<file path="src/rtl/maze_pkg.sv">
// Shared maze-control definitions: direction codes, move FSM states and the
// button-to-direction decoder.
package maze_pkg;

  localparam logic [1:0] DIR_UP    = 2'd0;
  localparam logic [1:0] DIR_DOWN  = 2'd1;
  localparam logic [1:0] DIR_LEFT  = 2'd2;
  localparam logic [1:0] DIR_RIGHT = 2'd3;

  typedef enum logic [1:0] {
    IDLE   = 2'd0,
    DELAY  = 2'd1,
    REPEAT = 2'd2
  } state_t;

  typedef struct packed {
    logic       valid;
    logic [1:0] dir;
  } dir_dec_t;

  // Exactly one pressed button is a direction; anything else means "none".
  function automatic dir_dec_t decode_btn(input logic [3:0] b);
    dir_dec_t d;
    d.valid = 1'b1;
    d.dir   = DIR_UP;
    case (b)
      4'b0001: d.dir = DIR_UP;
      4'b0010: d.dir = DIR_DOWN;
      4'b0100: d.dir = DIR_LEFT;
      4'b1000: d.dir = DIR_RIGHT;
      default: d.valid = 1'b0;
    endcase
    return d;
  endfunction

endpackage

</file>
<file path="src/rtl/tick_edge_detect.sv">
// Turns every transition of the divider's toggle signal into a one-cycle,
// registered tick pulse.
module tick_edge_detect (
  input  logic clk,
  input  logic rst,
  input  logic tick_in,
  output logic tick_out
);

  logic r_tick_d;
  logic r_tick_out;

  // tick_d follows tick_in even in reset so the first cycle after reset is quiet.
  always_ff @(posedge clk) begin
    if (rst) begin
      r_tick_d   <= tick_in;
      r_tick_out <= 1'b0;
    end else begin
      r_tick_d   <= tick_in;
      r_tick_out <= tick_in ^ r_tick_d;
    end
  end

  assign tick_out = r_tick_out;

endmodule

</file>
<file path="src/rtl/move_repeat_ctrl.sv">
// Debounces the four direction buttons on 100 ms ticks and issues maze moves
// with keyboard-style auto-repeat over a valid/ready handshake.
module move_repeat_ctrl
  import maze_pkg::*;
#(
  parameter int unsigned DEB_SAMPLES  = 2,
  parameter int unsigned DELAY_TICKS  = 3,
  parameter int unsigned REPEAT_TICKS = 1
) (
  input  logic       clk,
  input  logic       rst,
  input  logic       tick_in,
  input  logic [3:0] btn,
  input  logic       move_ready,
  output logic       move_valid,
  output logic [1:0] move_dir,
  output logic       tick_out
);

  localparam logic [2:0] DEB_N = 3'(DEB_SAMPLES);
  localparam logic [3:0] DLY_N = 4'(DELAY_TICKS);
  localparam logic [3:0] RPT_N = 4'(REPEAT_TICKS);

  logic       w_tick;
  logic [3:0] r_last;
  logic [2:0] r_same;
  logic [3:0] r_deb;
  logic [2:0] w_same_next;
  logic [3:0] w_deb_next;
  dir_dec_t   w_dec;

  state_t     r_state, w_state_next;
  logic [3:0] r_cnt, w_cnt_next;
  logic [1:0] r_cur_dir, w_cur_next;
  logic       w_issue;
  logic [1:0] w_issue_dir;

  logic       r_valid;
  logic [1:0] r_dir;
  logic       w_accept;

  tick_edge_detect u_tick (
    .clk      (clk),
    .rst      (rst),
    .tick_in  (tick_in),
    .tick_out (w_tick)
  );

  // Debounced value is computed combinationally on the tick so the FSM can
  // act on the very tick that completes debounce.
  always_comb begin
    w_same_next = 3'd1;
    if (r_same != 3'd0 && btn == r_last)
      w_same_next = (r_same >= DEB_N) ? r_same : r_same + 3'd1;
    w_deb_next = (w_same_next >= DEB_N) ? btn : r_deb;
    w_dec      = decode_btn(w_deb_next);
  end

  always_ff @(posedge clk) begin
    if (rst) begin
      r_last <= '0;
      r_same <= '0;
      r_deb  <= '0;
    end else if (w_tick) begin
      r_last <= btn;
      r_same <= w_same_next;
      r_deb  <= w_deb_next;
    end
  end

  always_ff @(posedge clk) begin
    if (rst) begin
      r_state   <= IDLE;
      r_cnt     <= '0;
      r_cur_dir <= DIR_UP;
    end else begin
      r_state   <= w_state_next;
      r_cnt     <= w_cnt_next;
      r_cur_dir <= w_cur_next;
    end
  end

  always_comb begin
    w_state_next = r_state;
    w_cnt_next   = r_cnt;
    w_cur_next   = r_cur_dir;
    w_issue      = 1'b0;
    w_issue_dir  = r_cur_dir;
    if (w_tick) begin
      case (r_state)
        IDLE: begin
          if (w_dec.valid) begin
            w_issue      = 1'b1;
            w_issue_dir  = w_dec.dir;
            w_cur_next   = w_dec.dir;
            w_cnt_next   = DLY_N;
            w_state_next = DELAY;
          end
        end
        DELAY, REPEAT: begin
          if (!w_dec.valid) begin
            w_cnt_next   = '0;
            w_state_next = IDLE;
          end else if (w_dec.dir != r_cur_dir) begin
            w_issue      = 1'b1;
            w_issue_dir  = w_dec.dir;
            w_cur_next   = w_dec.dir;
            w_cnt_next   = DLY_N;
            w_state_next = DELAY;
          end else if (r_cnt <= 4'd1) begin
            w_issue      = 1'b1;
            w_cnt_next   = RPT_N;
            w_state_next = REPEAT;
          end else begin
            w_cnt_next = r_cnt - 4'd1;
          end
        end
        default: begin
          w_cnt_next   = '0;
          w_state_next = IDLE;
        end
      endcase
    end
  end

  assign w_accept = r_valid & move_ready;

  // A new move only lands in an empty slot or one being emptied this edge.
  always_ff @(posedge clk) begin
    if (rst) begin
      r_valid <= 1'b0;
      r_dir   <= DIR_UP;
    end else if (w_issue && (!r_valid || w_accept)) begin
      r_valid <= 1'b1;
      r_dir   <= w_issue_dir;
    end else if (w_accept) begin
      r_valid <= 1'b0;
    end
  end

  assign move_valid = r_valid;
  assign move_dir   = r_dir;
  assign tick_out   = w_tick;

endmodule

</file>
<file path="config.mk">
export PLATFORM = sky130hd
export DESIGN_NAME = move_repeat_ctrl
export DESIGN_NICKNAME = d
export VERILOG_FILES = /design/src/rtl/maze_pkg.sv /design/src/rtl/tick_edge_detect.sv /design/src/rtl/move_repeat_ctrl.sv
export SDC_FILE = /design/constraint.sdc
export NUM_CORES = 1
export LEC_CHECK = 0
export CAP_MARGIN = 0
export CORE_UTILIZATION = 50
export CTS_CLUSTER_SIZE = 12
export DETAILED_ROUTE_END_ITERATION = 12
export GPL_ROUTABILITY_DRIVEN = 0
export PLACE_DENSITY_LB_ADDON = 0.2
export SYNTH_ARGS = -nofsm -noshare
export SYNTH_HDL_FRONTEND = slang
export SYNTH_SLANG_ARGS = --single-unit
</file>
<file path="constraint.sdc">
create_clock -name clk -period 3.9 [get_ports clk]
set_input_delay 0.78 -clock clk [delete_from_list [all_inputs] [get_ports clk]]
set_output_delay 0.78 -clock clk [all_outputs]
set_load 0.02 [all_outputs]
</file>
# Word level (Yosys, flattened, before mapping)
# Index checks and enable logic that the tools add are counted.
# op_classes
addsub,2
multipliers,0
n_div,0
order_cmp,3
n_eq_ne,10
shift,0
mux,28
bitwise,2
reduce_logical,11
# op_table
operator,n
$mux 4,5
$mux 2,8
$mux 1,8
$pmux 2 s2,2
$pmux 4 s2,1
$ge 3x2->1 const B,2
$mux 3,2
$pmux 2 s3,1
$eq 4x1->1 const B,1
$eq 4x2->1 const B,1
$eq 4x3->1 const B,1
$eq 4x4->1,1
$eq 4x4->1 const B,1
$le 4x1->1 const B,1
$ne 4x4->1 const B,1
$reduce_or 4->1,1
$sub 4x1->4 const B,1
$add 3x1->3 const B,1
$reduce_and 3->1,1
$reduce_bool 3->1,1
$eq 2x1->1 const B,1
$eq 2x2->1 const B,1
$logic_and 1x1->1,2
$logic_not 2->1,1
other kinds (10),10
# word_totals
ff_bits,24
latchBits,0
mem_bits_rw,0
romBits,0
input_bits,8
output_inout_bits,4
word_cells,66
n_memories,0

# Depth between registers and ports, before layout
# depth
word_depth,14
depth_mapped,10
mapped_depth_nobuf,9

# By module
# Synthesis repeated with hierarchy kept, for this count alone.
# unflattened
cells_unflattened,209
area_unflattened_um2,1731.7
# modules_own_cells
module,instances,cells_per_inst,area_per_inst_um2,seq_area_each_um2
move_repeat_ctrl,1,205,1679.1,440.4
tick_edge_detect,1,4,52.6,40.0

# Least setup slack after synthesis
# OpenSTA, ideal clock, no wires.
# synth_path
kind,input -> register
startpoint,input btn[3]
endpoint,register r_dir[0] (netlist: move_dir[0])
setup_ns,0.121
t_arrival_ns,2.466
required_ns,3.779
path_slack_ns,1.313
stages,9
path_buffers,2
path_cell_list,buf_6 xor2_1 nor3_4 nand2_2 buf_6 mux2_4 and2_1 o311a_4 mux2_4
# synth_between
elab_chain_cells,13
word_cells_on_any_way,24
classes_between,1 x order compare; 6 x eq/ne; 14 x mux; 3 x reduce/logical
# synth_rtl
item,line,source
start: declaration,move_repeat_ctrl.sv:13,"input logic [3:0] btn,"
$eq 4x4->1,move_repeat_ctrl.sv:53,if (r_same != 3'd0 && btn == r_last)
$logic_and 1x1->1,move_repeat_ctrl.sv:53,
$mux 3,move_repeat_ctrl.sv:53,
$ge 3x2->1,move_repeat_ctrl.sv:55,w_deb_next = (w_same_next >= DEB_N) ? btn : r_deb;
$mux 4 *,move_repeat_ctrl.sv:55,
"$eq 4x4->1, or another cell as far along",maze_pkg.sv:26,case (b)
$pmux 2 s3,maze_pkg.sv:26,
$ne 2x2->1,move_repeat_ctrl.sv:104,end else if (w_dec.dir != r_cur_dir) begin
$mux 1,move_repeat_ctrl.sv:104,
$mux 1,move_repeat_ctrl.sv:101,if (!w_dec.valid) begin
$pmux 1 s2,move_repeat_ctrl.sv:90,case (r_state)
$mux 1,move_repeat_ctrl.sv:89,if (w_tick) begin
$logic_and 1x1->1,move_repeat_ctrl.sv:133,end else if (w_issue && (!r_valid || w_accept)) begin
end signal: assignment,move_repeat_ctrl.sv:135,r_dir <= w_issue_dir;
end: declaration,move_repeat_ctrl.sv:39,logic [1:0] r_dir;
# Mark *: on every way between the ends. The rest lies on a longest branch, timed or not.
# A chain may end at the register's enable or synchronous reset.

# Worst setup path after layout
# layout_path
startpoint,input btn[0]
endpoint,register r_dir[0] (netlist: move_dir[0])
# The elaborated chain is that of the path after synthesis.

==> results.cfg <==
[layout]
ff_latch_area_sq_um = 480
final_common_cell = nor2_1
layout.nets = 228
layout_common_cells = nor2_1, dfxtp_1, o21ai_0, mux2i_1, clkdlybuf4s50_1
fillers = 319
syn_to_final_growth_pct = 7.80
n_antenna_cell = 0
multiInputGateArea_sq_um = 1140
drive_gt1_share_pct = 7.58

[sta]
slew_violations = 0
finalSetupTns_ps = 0
finalClockSkew_ps = 2.38
rsz0062_at_grt = no
hold_viol = 0
fin_crit_ps = 3120
slew_headroom_pct = 40.7
setup_viol = 0
tightest_slew_ps = 886
post-route-period-util_pct = 80.1
fmax_ghz = 0.320

[global_route]
overflow = 0
grt_max_degree = 25
antenna_found_initial = 0
grt_pass1_vias = 1347
grt_pass1_wl_mm = 5.98
grt.total_usage_pct = 21.8

[route]
viasPerCell = 5.86
routed_wl_mm = 3.63
firstDrtPassIters = 4
dr.first_iter.drc_count = 61
via_count = 1507
wl_per_cell_microns = 14.1
ant_nets = 0
remaining_drc_errors = 0

[critical_path]
cp-start-kind = input pin
ff2ff_setup_slack_ps = 940
worst_setup_path_end_kind = flop
crit_type = input pin to flop
arrival_ps = 3340
worstPathRequired_ps = 4120
crit_fanout = 13

[status]
status = finished clean

[min_path]
hold_class = flop to flop

[clock_network]
clk_pin_slew_ps = 130
cts.sinks = 24
tritoncts = built
htree_levels = 1
cts.path.max_buffers = 2
postCtsHoldBufs = 0
clk_latency_ps = 310
post_cts_buffers = 0
cts_resized = 0
cts_buffers = 3
cts_root_buffer = clkbuf_4

[pwr]
vdd_drop_max_uv = 156
p_per_area_nw_per_um2 = 241
total_power_mw = 0.450
leakage_nw = 0.757

[yosys]
syn_area_sq_um = 1730
synth_top_area_cell = dfxtp_1
postSynthCellCount = 209
ys_seq_area_share_pct = 27.7
synth_top_area_share_pct = 27.7
synth_flop_cell = dfxtp_1
synth_area_per_cell_sq_um = 8.29
ys_seq_elements = 24
async_reset_ff_share_pct = 0
synth.net_count = 224
synth-edff-count = 0
synth_area_leaders = dfxtp_1, mux2i_1, nor2_1
synth_cell_types = 51
yosys_warnings = 0

[placed_design]
portBuffers = 11
dp_hpwl_mm = 2.66

[floorplanning]
initial_core_util_pct = 51.9
die_area_sq_um = 3710
num_io_pins = 12
die_h_microns = 60.9
fp.dieW_microns = 60.9
core_area_sq_um = 3340
rows = 21

[job]
maxCapViolations = 0
[final timing paths]
kind	endpoint	cells past startpoint	start
worst max-delay path	move_dir[0]$_SDFFE_PP0P_	8	btn[0]
worst max register to register	move_dir[0]$_SDFFE_PP0P_	9	r_same[1]$_SDFFE_PP0P_
worst min register to register	u_tick.tick_out$_SDFF_PP0_	2	u_tick.r_tick_d$_DFF_P_
worst min-delay path	u_tick.tick_out$_SDFF_PP0_	2	u_tick.r_tick_d$_DFF_P_
[final cells by class]
| cell class | count | share of cell area, % |
|---|---|---|
| Multi-Input combinational cell | 160 | 61.1 |
| Sequential cell | 24 | 25.7 |
| Timing Repair Buffer | 13 | 6.70 |
| Tap cell | 46 | 3.08 |
| Inverter | 11 | 2.21 |
| Clock buffer | 3 | 1.21 |
[critical path, stage by stage]
cell and delay, ps:
clkdlybuf4s50_1 700, xor2_1 160, nor3_4 220, nand2_2 260, mux2i_2 250, a211oi_4 410, o311a_4 260, mux2_4 290
[where the power goes]
| group | total (mW) | leakage [nW] | internal, mW | switching (mW) |
|---|---|---|---|---|
| registers | 0.261 | 0.195 | 0.251 | 0.00905 |
| logic | 0.0792 | 0.548 | 0.0350 | 0.0442 |
| clock network | 0.110 | 0.0138 | 0.0362 | 0.0742 |
[synthesized netlist by cell type (5+ instances only)]
master and count:
inv_1 10, nand3_1 5, a21oi_1 9, ha_1 7
dfxtp_1 24, mux2i_1 15, nor2_1 28, o21ai_0 15
nor3_1 7, nand2_1 8, xor2_1 6, clkbuf_1 9
[registers in the layout (all words and copies together) (netlist names)]
| register | flops |
|---|---|
| u_tick.r_tick_d | 1 |
| r_deb | 4 |
| move_valid | 1 |
| r_cnt | 4 |
| r_same | 3 |
| r_last | 4 |
| u_tick.tick_out | 1 |
| move_dir | 2 |
| r_cur_dir | 2 |
| r_state | 2 |
[stage by stage]
| step | setup WS (ps) | util [%] | cell area, sq um | hold WS [ps] | cells |
|---|---|---|---|---|---|
| 2_1_floorplan | 1310 | - | 1730 | 461 | 209 |
| 3_5_place_dp | 431 | 55.3 | 1850 | 484 | 254 |
| 6_report | 776 | 56.0 | 1870 | 508 | 257 |
| 4_1_cts | 767 | 56.0 | 1870 | 515 | 257 |
| 5_1_grt | 603 | 56.0 | 1870 | 557 | 257 |
| 3_3_place_gp | 512 | 55.3 | 1850 | 468 | 254 |
[logic make-up after synthesis]
family | after synthesis | share of synthesized area [%]
compound gates | 52 | 21.6
xor+xnor | 10 | 5.05
fa+ha+maj | 9 | 6.21
buf+inv | 25 | 6.43
flops | 24 | 27.7
mux | 20 | 12.7
simple gates | 69 | 20.3
[layer usage]
| layer | wire length, microns | share of wire, % | global-route usage, % | vias to the layer above |
|---|---|---|---|---|
| met2 | 1680 | 46 | 35.5 | 63 |
| met1 | 1690 | 47 | 28.3 | 689 |
| met5 | 0 | 0 | 0 | - |
| met4 | 68 | 1.9 | 10.1 | 0 |
| met3 | 186 | 5.1 | 3.41 | 7 |
| li1 | - | - | - | 748 |
No activity file was read; power rests on OpenSTA's default activity.
